**src/rtl/xilly_mem_pkg.sv**
```systemverilog
// Shared defaults, RAM depth helper and the host/app collision policy for the Xillybus memory bridge.
package xilly_mem_pkg;

  localparam int DATA_W_DEF = 8;
  localparam int ADDR_W_DEF = 5;

  typedef enum logic [0:0] {
    HOST_WINS = 1'b0
  } coll_policy_e;

  localparam coll_policy_e COLL_POLICY = HOST_WINS;

  function automatic int depth(input int addr_w);
    return 1 << addr_w;
  endfunction

endpackage

```
**src/rtl/xilly_dp_ram.sv**
```systemverilog
// True dual-port RAM, read-before-write on both ports, 1-cycle registered reads held between enables.
// No reset and no backpressure; port A is written last so it wins a same-address write.
module xilly_dp_ram
  import xilly_mem_pkg::*;
#(
  parameter int DATA_W = 8,
  parameter int ADDR_W = 5
) (
  input  logic              clk,
  input  logic              a_we,
  input  logic              a_re,
  input  logic [ADDR_W-1:0] a_addr,
  input  logic [DATA_W-1:0] a_wdata,
  output logic [DATA_W-1:0] a_rdata,
  input  logic              b_we,
  input  logic              b_re,
  input  logic [ADDR_W-1:0] b_addr,
  input  logic [DATA_W-1:0] b_wdata,
  output logic [DATA_W-1:0] b_rdata
);

  logic [DATA_W-1:0] mem [depth(ADDR_W)];
  logic [DATA_W-1:0] a_rdata_q;
  logic [DATA_W-1:0] b_rdata_q;

  always_ff @(posedge clk) begin
    if (a_re) a_rdata_q <= mem[a_addr];
    if (b_re) b_rdata_q <= mem[b_addr];
    if (b_we) mem[b_addr] <= b_wdata;
    if (a_we) mem[a_addr] <= a_wdata;
  end

  assign a_rdata = a_rdata_q;
  assign b_rdata = b_rdata_q;

endmodule

```
**src/rtl/xilly_mem_bridge.sv**
```systemverilog
// Seekable host/app memory bridge; host and app reads return 1 cycle after the strobe. No backpressure
// in wrap mode; with XILLY_MEM_BOUND_EN the pointer saturates at depth and full/empty/eof block the host.
module xilly_mem_bridge
  import xilly_mem_pkg::*;
#(
  parameter int DATA_W = DATA_W_DEF,
  parameter int ADDR_W = ADDR_W_DEF
) (
  input  logic              bus_clk,
  input  logic              bus_rst,
  input  logic              user_w_mem_wren,
  input  logic [DATA_W-1:0] user_w_mem_data,
  output logic              user_w_mem_full,
  input  logic              user_w_mem_open,
  input  logic              user_r_mem_rden,
  output logic [DATA_W-1:0] user_r_mem_data,
  output logic              user_r_mem_empty,
  output logic              user_r_mem_eof,
  input  logic              user_r_mem_open,
  input  logic [ADDR_W-1:0] user_mem_addr,
  input  logic              user_mem_addr_update,
  input  logic              app_we,
  input  logic              app_re,
  input  logic [ADDR_W-1:0] app_addr,
  input  logic [DATA_W-1:0] app_wdata,
  output logic [DATA_W-1:0] app_rdata,
  output logic              app_collision
);

`ifdef XILLY_MEM_BOUND_EN
  localparam int PTR_W = ADDR_W + 1;
`else
  localparam int PTR_W = ADDR_W;
`endif

  logic [PTR_W-1:0]  ptr_q, ptr_d;
  logic              host_vld_q, host_vld_d;
  logic              app_vld_q, app_vld_d;
  logic              coll_q, coll_d;
  logic              flag_q, flag_d;
  logic              at_end;
  logic              wr_go, rd_go, app_we_go;
  logic [ADDR_W-1:0] host_addr;
  logic [DATA_W-1:0] ram_host_rdata, ram_app_rdata;

`ifdef XILLY_MEM_BOUND_EN
  assign at_end = ptr_q[ADDR_W];
`else
  assign at_end = 1'b0;
`endif

  always_comb begin
    // A seek retargets this cycle's strobes, so the end-of-file block only applies without one.
    host_addr = user_mem_addr_update ? user_mem_addr : ptr_q[ADDR_W-1:0];
    wr_go     = user_w_mem_wren & user_w_mem_open & (user_mem_addr_update | ~at_end);
    rd_go     = user_r_mem_rden & user_r_mem_open & (user_mem_addr_update | ~at_end);

    ptr_d = user_mem_addr_update ? PTR_W'(user_mem_addr) : ptr_q;
    if (wr_go | rd_go) ptr_d = ptr_d + PTR_W'(1);

    coll_d    = (COLL_POLICY == HOST_WINS) & wr_go & app_we & (app_addr == host_addr);
    app_we_go = app_we & ~coll_d;

    host_vld_d = host_vld_q | rd_go;
    app_vld_d  = app_vld_q | app_re;

`ifdef XILLY_MEM_BOUND_EN
    flag_d = ptr_d[ADDR_W];
`else
    flag_d = 1'b0;
`endif
  end

  always_ff @(posedge bus_clk or posedge bus_rst) begin
    if (bus_rst) begin
      ptr_q      <= '0;
      host_vld_q <= 1'b0;
      app_vld_q  <= 1'b0;
      coll_q     <= 1'b0;
      flag_q     <= 1'b0;
    end else begin
      ptr_q      <= ptr_d;
      host_vld_q <= host_vld_d;
      app_vld_q  <= app_vld_d;
      coll_q     <= coll_d;
      flag_q     <= flag_d;
    end
  end

  xilly_dp_ram #(
    .DATA_W (DATA_W),
    .ADDR_W (ADDR_W)
  ) u_ram (
    .clk     (bus_clk),
    .a_we    (wr_go),
    .a_re    (rd_go),
    .a_addr  (host_addr),
    .a_wdata (user_w_mem_data),
    .a_rdata (ram_host_rdata),
    .b_we    (app_we_go),
    .b_re    (app_re),
    .b_addr  (app_addr),
    .b_wdata (app_wdata),
    .b_rdata (ram_app_rdata)
  );

  // The RAM read registers have no reset; the valid flops blank them until a post-reset read lands.
  assign user_r_mem_data  = host_vld_q ? ram_host_rdata : '0;
  assign app_rdata        = app_vld_q ? ram_app_rdata : '0;
  assign app_collision    = coll_q;
  assign user_w_mem_full  = flag_q;
  assign user_r_mem_empty = flag_q;
  assign user_r_mem_eof   = flag_q;

endmodule

```
**config.mk**
```make
export PLATFORM = sky130hd
export DESIGN_NAME = xilly_mem_bridge
export DESIGN_NICKNAME = d
export VERILOG_FILES = /design/src/rtl/xilly_mem_pkg.sv /design/src/rtl/xilly_dp_ram.sv /design/src/rtl/xilly_mem_bridge.sv
export SDC_FILE = /design/constraint.sdc
export NUM_CORES = 1
export LEC_CHECK = 0
export CORE_MARGIN = 2
export CORE_UTILIZATION = 63
export DETAILED_ROUTE_END_ITERATION = 10
export PLACE_DENSITY_LB_ADDON = 0.3
export SETUP_SLACK_MARGIN = 0.15
export SLEW_MARGIN = 25
export SYNTH_ARGS = -nofsm -noshare
export SYNTH_HDL_FRONTEND = slang
export SYNTH_HIERARCHICAL = 1
export SYNTH_SLANG_ARGS = --single-unit
```
**constraint.sdc**
```tcl
create_clock -name bus_clk -period 3.2 [get_ports bus_clk]
set_input_delay 0.32 -clock bus_clk [delete_from_list [all_inputs] [get_ports bus_clk]]
set_output_delay 0.32 -clock bus_clk [all_outputs]
set_load 0.01 [all_outputs]
```
==> results of run 1 <==
path summary, 6_finish.rpt:
path | from | endpoint | slack (ps)
setup / recovery | user_mem_addr_update | u_ram/a_rdata[2] | 190
hold / removal | bus_rst | ptr_q[0] | 20
setup reg to reg | ptr_q[1] | u_ram/a_rdata[2] | 430
hold reg to reg | host_vld_q | host_vld_q | 580
max in group asynchronous | bus_rst | host_vld_q | 2920
min in group bus_clk | app_addr[1] | app_collision | 450
placed cells by master, fill, tap and decap left out, drive strengths merged, types with 18 or more instances in the layout:
cell           count
clkdlybuf4s50     50
edfxtp           272
nor4              33
o22ai            140
mux2             256
nand2             32
clkbuf            36
buf              112
mux2i            261
and2              18
stage by stage:
| stage | hold slack, ps | setup WS (ps) |
|---|---|---|
| 2_1_floorplan | 135.7 | 405.1 |
| 3_3_place_gp | 547.4 | -132.4 |
| 6_report | 15.63 | 192.7 |
| 5_1_grt | 47.95 | 155.1 |
| 3_5_place_dp | 568.7 | -150.9 |
| 4_1_cts | 21.33 | 361.5 |
power by group:
group	leakage, uW	total (uW)	switching [uW]	internal, uW
logic	0.00403	1870	1090	777
clock network	0.000454	3370	1450	1920
registers	0.00255	4210	57.8	4160
cell families (layout without fill, tap and decap cells):
group	count (synthesis)	count (layout)
mux	517	517
xor+xnor	9	9
simple gates	169	169
buf+inv	132	223
flops	280	280
fa+ha+maj	1	1
compound gates	163	163
other cells	1	3
flip-flops by register name (all words and copies together), names as in the netlist:
| name | cells |
|---|---|
| u_ram/mem | 256 |
| app_collision | 1 |
| host_vld_q | 1 |
| app_vld_q | 1 |
| u_ram/b_rdata | 8 |
| u_ram/a_rdata | 8 |
| ptr_q | 5 |
cell type report:
cell class / instances / area (sq um) / share of cell area [%]
Clock buffer: 36 / 794.5 / 4.172
Timing Repair Buffer: 162 / 1408 / 7.392
Clock inverter: 19 / 151.4 / 0.7951
Multi-Input combinational cell: 862 / 7874 / 41.35
Tap cell: 335 / 419.2 / 2.201
Inverter: 6 / 27.53 / 0.1446
Sequential cell: 280 / 8368 / 43.95
worst register-to-register path, delay by kind of cell (launching register included):
kind                   cells  cell delay (ps)
buffers and inverters      2              630
flip-flops                 1              370
AO/OA/AOI/OAI              1              180
multiplexers               2              520
AND/OR/NAND/NOR            2              790
layer usage:
metal  vias to the layer above  GRT usage (%)  part of all wire, %
li1                       5170              -                    -
met1                      6017          52.14                   38
met2                       853          58.16                   45
met3                       158          7.209                   12
met4                         2          15.39                  4.9
met5                         -              0                0.025
==> metrics.csv, run 1 <==
metric,value,unit
synth.avg_cell_area,13.22,sq um
outcome,"complete, but fails checks",
htree_levels,1,
cpMostUsedCell,buf_4,
pin_count,55,
crit_cells,9,
drc_errors,13,
cp-end-kind,flop,
synth.area.top_cells,"edfxtp_1 (49%), mux2_2 (17%), mux2i_1 (15%)",
syn_inst,1272,
postCtsSetupBuffers,0,
cp_max_fo,12,
hold_path.class,in2async,
hold_violations,0,
antenna_cells,0,
synth_edf_count,272,
area_growth_syn_to_layout,13.26,%
gp_congestion,1.074,
post_drt_wl_per_cell,31.09,microns
critPathKind,in2reg,
fillers,1805,
synthAdderAreaFrac,0.07442,%
routed_via_density,7.176,
period_needed,3007,ps
tightest_slew,698.6,ps
worstSkewPairLatency,560,ps
wl,52.86,mm
report.final.slew_viol_count,0,
clk_pin_slew_worst_paths,60,ps
async_flop_share,2.857,%
nets,1378,
synth-seq-area-share,49.77,%
netlist.area_leader.share,48.58,%
fin_cells,1700,
cp.required,3470,ps
synth_top_cell_by_area,edfxtp_1,
arrival,3280,ps
postPlaceCellArea,18090,sq um
portBuffers,51,
p_per_area,496.7,nW/um^2
cts.sinks,280,
postCtsResizedCells,0,
die_w,167.4,microns
dp_hpwl,36.36,mm
slew_headroom,53.00,%
die_h,167.4,microns
synth_compound_area_share,5.991,%
cp_num_buf_inv,4,
power.total,9458,uW
grt_max_degree,56,
synth_warnings,6,
muxShareOfSynthArea,32.98,%
critical-path-top-delay-family,buffers and inverters,
drv_cap,0,
cts-root-buf,clkbuf_16,
slowest_stage,nor4_1,
synth_flop_cell,edfxtp_1,
synth_cell_types,54,
fp-row-count,59,
cts-hold-fix-buffers,0,
yosysMostFrequentCell,edfxtp_1,
grtUsageTotal,37.42,%
post-route-cell-area,19040,sq um
synthSimpleGateAreaFrac,7.211,%
fin_tns_setup,0,ps
synth_seq_cells,280,
core-area,26130,sq um
utilization,72.87,%
initial_utilization,64.33,%
drtIter0Drc,2026,
grt_pass1_wl,77.86,mm
crit_chain,clkdlybuf4s50_1 -> buf_4 -> mux2i_1 -> inv_1 -> buf_4 -> or4bb_1 -> o22ai_1 -> nor4_1 -> nand2_1,
reg2reg_depth,7,
cts_buffers,30,
overflow,0,
cts_buffer_depth,3,
grt_pass1_vias,11880,
fmax,332.5,MHz
ir_worst_vdd,0.0004325,V
ys_top_cells_by_count,"edfxtp_1 (272), mux2i_1 (257), mux2_2 (251), o22ai_1 (140), clkbuf_1 (75)",
violations,design-rule violations,
drive_gt1_share,32.75,%
start_kind,primary input,
rsz0062_at_grt,no,
synth_xor_area_share,0.4689,%
die_area,28010,sq um
critPathMaxStageDelay,620,ps
dr.pass1.iters,9,
num_vias,12200,
clock_skew,13.13,ps
synth_top_family_by_area,multiplexers,
dp.cells,1645,
ant_nets,0,
cts_tree,done,
fin_crit_sh,93.98,%
p_leak,0.007041,uW
setup_viol,0,
syn_area,16810,sq um
antenna_found_initial,2,
Note: power is estimated with default switching activity, not from simulation.
==> run 2: changes to the inputs <==
--- a/config.mk
+++ b/config.mk
@@ -6,7 +6,7 @@
 export NUM_CORES = 1
 export LEC_CHECK = 0
 export CORE_MARGIN = 2
-export CORE_UTILIZATION = 63
+export CORE_UTILIZATION = 30
 export DETAILED_ROUTE_END_ITERATION = 10
 export PLACE_DENSITY_LB_ADDON = 0.3
 export SETUP_SLACK_MARGIN = 0.15
==> run 2 against run 1 <==
Compared with the run above: the run now ends clean; clock skew decreased by 1.1 ps; core utilization decreased by 37 points; non-clock buffer count increased by 29; global-route usage decreased by 17 points; via count decreased by 1.9%; total power increased by 7.0%; count of clock-buffer cells in the layout increased by 6; die area increased by 110%; sequential share of layout area decreased by 2.2 points; combinational power increased by 8%; largest power group unchanged.
==> metrics.csv, run 2 (same netlist as run 1, synthesis figures left out) <==
metric,value,unit,change
outcome,completed,,
dp.cells,2087,,+27%
critPathMaxStageDelay,690,ps,+70 ps
fmax,338.9,MHz,+1.9%
initial_utilization,30.46,%,-34 points
routed_via_density,5.567,,-22%
gp_congestion,0.9586,,-11%
comb_power_share,20.0,%,+0.2 points
reg2reg_depth,8,,+1
fin_cells,2149,,+26%
crit_path_start,user_mem_addr_update,,
tightest_slew,1009,ps,+310.3 ps
hold_path.class,in2async,,
post_drt_wl_per_cell,28.23,microns,-9.2%
antenna_found_initial,1,,-1
regToRegStartpoint,ptr_q[1],,
regMostFlops,u_ram/mem,,
cp-end-kind,flop,,
postPlaceCellArea,18940,sq um,+4.7%
die_h,240.7,microns,+44%
arrival,3200,ps,-80 ps
portBuffers,51,,unchanged
grtUsageTotal,20.79,%,-17 points
hold_violations,0,,unchanged
dr.pass1.iters,7,,-2
slew_headroom,32.74,%,-20 points
cts_buffers,34,,+13%
cp.required,3450,ps,-20 ps
cp_max_fo,8,,-4
worstSkewPairLatency,530,ps,-30 ps
wl,60.66,mm,+15%
fp-row-count,86,,+46%
grt_pass1_vias,11870,,-0.067%
period_needed,2951,ps,-56.30 ps
r2r-end,u_ram/a_rdata[3],,
nets,1411,,+2.4%
crit_chain,clkdlybuf4s50_1 -> buf_4 -> mux2i_4 -> inv_1 -> buf_4 -> nand4b_1 -> o22ai_1 -> nor4_1 -> nand2_1,,
core-area,55200,sq um,+110%
htree_levels,2,,+1
drc_errors,0,,-13
cts-root-buf,clkbuf_16,,
report.final.slew_viol_count,0,,unchanged
setup_viol,0,,unchanged
cts_tree,done,,
final_cell_mix,"edfxtp_1 (272), mux2i_1 (257), mux2_2 (251)",,
final_common_cell,edfxtp_1,,
ir_worst_vdd,0.0002789,V,-36%
dp_hpwl,43.15,mm,+19%
die_area,57950,sq um,+110%
die_w,240.7,microns,+44%
p_leak,0.007302,uW,+3.7%
seq_power_share,41.6,%,-3.0 points
slowest_stage,nor4_1,,
pre_cts_ws,-226.5,ps,-75.65 ps
post-route-cell-area,20060,sq um,+5.4%
intPower,7347,uW,+7.2%
ant_nets,0,,unchanged
power_switching,2777,uW,+6.7%
clk_pin_slew_worst_paths,60,ps,about the same
cts-hold-fix-buffers,0,,unchanged
largest_reg_flops,256,,unchanged
swShare,27.43,%,-0.097 points
cts_buffer_depth,3,,unchanged
cts.sinks,280,,unchanged
fin_crit_sh,92.22,%,-1.8 points
grt_pass1_wl,86.43,mm,+11%
drtIter0Drc,1135,,-44%
p_per_area,504.6,nW/um^2,+1.6%
rsz0062_at_grt,no,,
start_kind,primary input,,
critPathKind,in2reg,,
num_vias,11960,,-1.9%
pwr-share-clk,38.4,%,+2.7 points
overflow,0,,unchanged
grt_max_degree,46,,-18%
area_growth_syn_to_layout,19.33,%,
setup_slack,249.0,ps,+56.30 ps
fin_tns_setup,0,ps,unchanged
drv_cap,0,,unchanged
drive_gt1_share,34.29,%,+1.5 points
pin_count,55,,unchanged
cpMostUsedCell,buf_4,,
clock_skew,12.07,ps,-1.061 ps
r2r_slack,360,ps,-70 ps
## run 2: changes by cell type in the layout (fill, tap and decap cells not counted), moves of 3 or more
| cell | change |
|---|---|
| buf_4 | +20 |
| buf_12 | +9 |
| clkbuf_16 | +6 |
| clkinv_1 | +3 |
| clkinvlp_4 | -3 |
## run 2: per-layer routing
layer  part of all wire, %  track usage [%]  routed length [microns]
met3                   6.4            2.997                     3862
met2                    47            33.84                    28290
met4                   3.1            6.640                     1878
met5                     0                0                        0
met1                    44            28.52                    26630
## run 2: how the worst max path moves through the flow
stage | slack [ps] | endpoint | depth (start not counted)
floorplan | 410 | u_ram/mem[16][0] | 7
global placement | -240 | u_ram/a_rdata[6] | 11
detailed placement | -230 | u_ram/a_rdata[6] | 11
CTS | 310 | u_ram/a_rdata[7] | 10
global route | 210 | u_ram/a_rdata[5] | 9
finish | 250 | u_ram/a_rdata[3] | 9
## run 2: cell type report
class,instances,area [sq um]
Sequential cell,280,8368
Inverter,6,27.53
Timing Repair Buffer,191,1738
Tap cell,748,935.9
Multi-Input combinational cell,862,7880
Clock inverter,19,165.2
Fill cell,5299,35140
Clock buffer,42,944.7
Antenna cell,1,2.502
## run 2: worst max-delay path: cells and delay by family
family	cells	cell delay [ps]
simple gates	3	1200
compound gates	1	260
buf+inv	4	1150
mux	1	250
## run 2: repair_timing
| item | CTS | global route |
|---|---|---|
| endpoints found under the setup margin | 0 | 2 |
| resized for setup | 0 | 2 |
| buffers inserted | 0 | 0 |
## run 2: power groups by stage
stage / Clock [uW] / Combinational, uW / Sequential, uW
6_report: 3890 / 2020 / 4220
5_1_grt: 4090 / 2110 / 4220
4_1_cts: 3950 / 1990 / 4210
3_5_place_dp: 0 / 1990 / 4290
3_3_place_gp: 0 / 1990 / 4290
2_1_floorplan: 0 / 1160 / 4260
## run 2: per-stage QoR
| stage | utilization, % | total power [uW] | hold WS (ps) |
|---|---|---|---|
| after CTS | 36.32 | 10160 | 36.53 |
| final | 36.34 | 10120 | 45.99 |
| after global routing | 36.34 | 10420 | 78.16 |
| after detailed placement | 34.31 | 6278 | 579.3 |
| after global placement | 34.31 | 6275 | 555.6 |
| after floorplan | - | 5419 | 135.7 |
==> run 3: changes to the inputs <==
--- a/config.mk
+++ b/config.mk
@@ -5,9 +5,11 @@
 export SDC_FILE = /design/constraint.sdc
 export NUM_CORES = 1
 export LEC_CHECK = 0
+export CAP_MARGIN = 40
 export CORE_MARGIN = 2
 export CORE_UTILIZATION = 30
 export DETAILED_ROUTE_END_ITERATION = 10
+export GPL_TIMING_DRIVEN = 1
 export PLACE_DENSITY_LB_ADDON = 0.3
 export SETUP_SLACK_MARGIN = 0.15
 export SLEW_MARGIN = 25
==> run 3 against run 2 <==
Compared with the run above: highest routed layer unchanged; hold slack improved by 290 ps; clock skew fell by 2.0 ps; critical path depth did not move; via count barely moved; critical path type unchanged.
==> metrics.csv, run 3 (same netlist as run 1, synthesis figures left out) <==
metric,value,unit,change
post_drt_wl_per_cell,28.09,microns,-0.50%
final_cell_mix,"edfxtp_1 (272), mux2i_1 (257), mux2_2 (251)",,
outcome,completed,,
period_needed,2932,ps,-18.63 ps
cts-root-buf,clkbuf_16,,
regMostFlops,u_ram/mem,,
pre_cts_ws,-212.7,ps,+13.82 ps
pin_count,55,,unchanged
grtUsageTotal,20.68,%,-0.11 points
die_w,240.7,microns,unchanged
num_vias,11970,,+0.042%
dp.cells,2093,,+0.29%
htree_levels,1,,-1
final_common_cell,edfxtp_1,,
wl,60.39,mm,-0.45%
hold_slack,335.9,ps,+289.9 ps
die_h,240.7,microns,unchanged
utilization,36.06,%,-0.28 points
clock_skew,10.03,ps,-2.036 ps
routed_via_density,5.567,,about the same
fp-row-count,86,,unchanged
cp-end-kind,flop,,
dr.pass1.iters,5,,-2
portBuffers,51,,unchanged
die_area,57950,sq um,unchanged
setup_slack,267.6,ps,+18.63 ps
rsz0062_at_grt,no,,
arrival,3240,ps,+40 ps
cts_buffers,31,,-8.8%
dp_hpwl,43.27,mm,+0.27%
slew_headroom,43.48,%,+11 points
grt_max_degree,46,,unchanged
grt_pass1_vias,11900,,+0.24%
report.final.slew_viol_count,0,,unchanged
fin_tns_setup,0,ps,unchanged
fin_cells,2150,,+0.047%
drtIter0Drc,1172,,+3.3%
p_leak,0.007255,uW,-0.65%
clk_pin_slew_worst_paths,60,ps,about the same
fmax,341.0,MHz,+0.64%
initial_utilization,30.46,%,unchanged
antenna_cells,0,,-1
drv_cap,0,,unchanged
setup_viol,0,,unchanged
ant_nets,0,,unchanged
fin_crit_sh,91.64,%,-0.58 points
ir_worst_vdd,0.0003788,V,+36%
core-area,55200,sq um,unchanged
nets,1417,,+0.43%
hold_violations,0,,unchanged
drc_errors,0,,unchanged
cts.sinks,280,,unchanged
worstSkewPairLatency,580,ps,+50 ps
gp_congestion,0.9586,,unchanged
antenna_found_initial,1,,unchanged
drive_gt1_share,34.24,%,-0.049 points
p_per_area,479.8,nW/um^2,-4.9%
overflow,0,,unchanged
postCtsResizedCells,0,,unchanged
critPathKind,in2reg,,
cts-hold-fix-buffers,1,,+1
tightest_slew,847.8,ps,-161.1 ps
hold_path.class,in2reg,,
cp.required,3500,ps,+50 ps
largest_reg_flops,256,,unchanged
postCtsSetupBuffers,0,,unchanged
cts_buffer_depth,3,,unchanged
cp_max_fo,10,,+2
area_growth_syn_to_layout,18.40,%,
grt_pass1_wl,86.35,mm,about the same
start_kind,primary input,,
cts_tree,done,,
## run 3: through the flow
step / area [sq um] / total power (uW)
finish: 19910 / 9551
global placement: 18940 / 6275
global route: 19910 / 9839
floorplan: 16820 / 5419
CTS: 19890 / 9585
detailed placement: 18980 / 6281
## run 3: final cells by class
type / count / area [sq um]
clock inverter: 18 / 108.9
multi-input combinational: 862 / 7868
timing repair buffer: 200 / 1803
fill: 5362 / 35300
inverter: 6 / 27.53
tap: 748 / 935.9
clock buffer: 36 / 794.5
sequential: 280 / 8368
## run 3: worst paths after layout
| path | cells past startpoint | endpoint | slack [ps] | start |
|---|---|---|---|---|
| min reg2reg | 1 | host_vld_q | 590 | host_vld_q |
| min in group asynchronous | 3 | ptr_q[4] | 550 | bus_rst |
| max in group asynchronous | 3 | app_vld_q | 2410 | bus_rst |
| min | 4 | app_collision | 340 | app_addr[1] |
| max reg2reg | 8 | u_ram/a_rdata[5] | 430 | ptr_q[0] |
| max | 9 | u_ram/a_rdata[5] | 270 | user_mem_addr_update |
## run 3: power by group
part	switching [uW]	internal (uW)	total [uW]
clock network	1490	1830	3320
logic	1160	857	2020
registers	58.4	4160	4220
total	2710	6850	9550
## run 3: critical path: stages
cell	delay [ps]
clkdlybuf4s50_1	570
buf_4	190
mux2i_4	270
inv_1	220
buf_4	230
nand4b_1	350
o22ai_1	260
nor4_1	730
nand2_1	90
## run 3: per-layer routing
layer  global-route usage [%]  wire length (microns)  share of wire, %
met1                    28.71                  26690                44
met2                    33.71                  28100                47
met3                    2.150                   3594               6.0
met4                    6.977                   2004               3.3
met5                        0                      0                 0
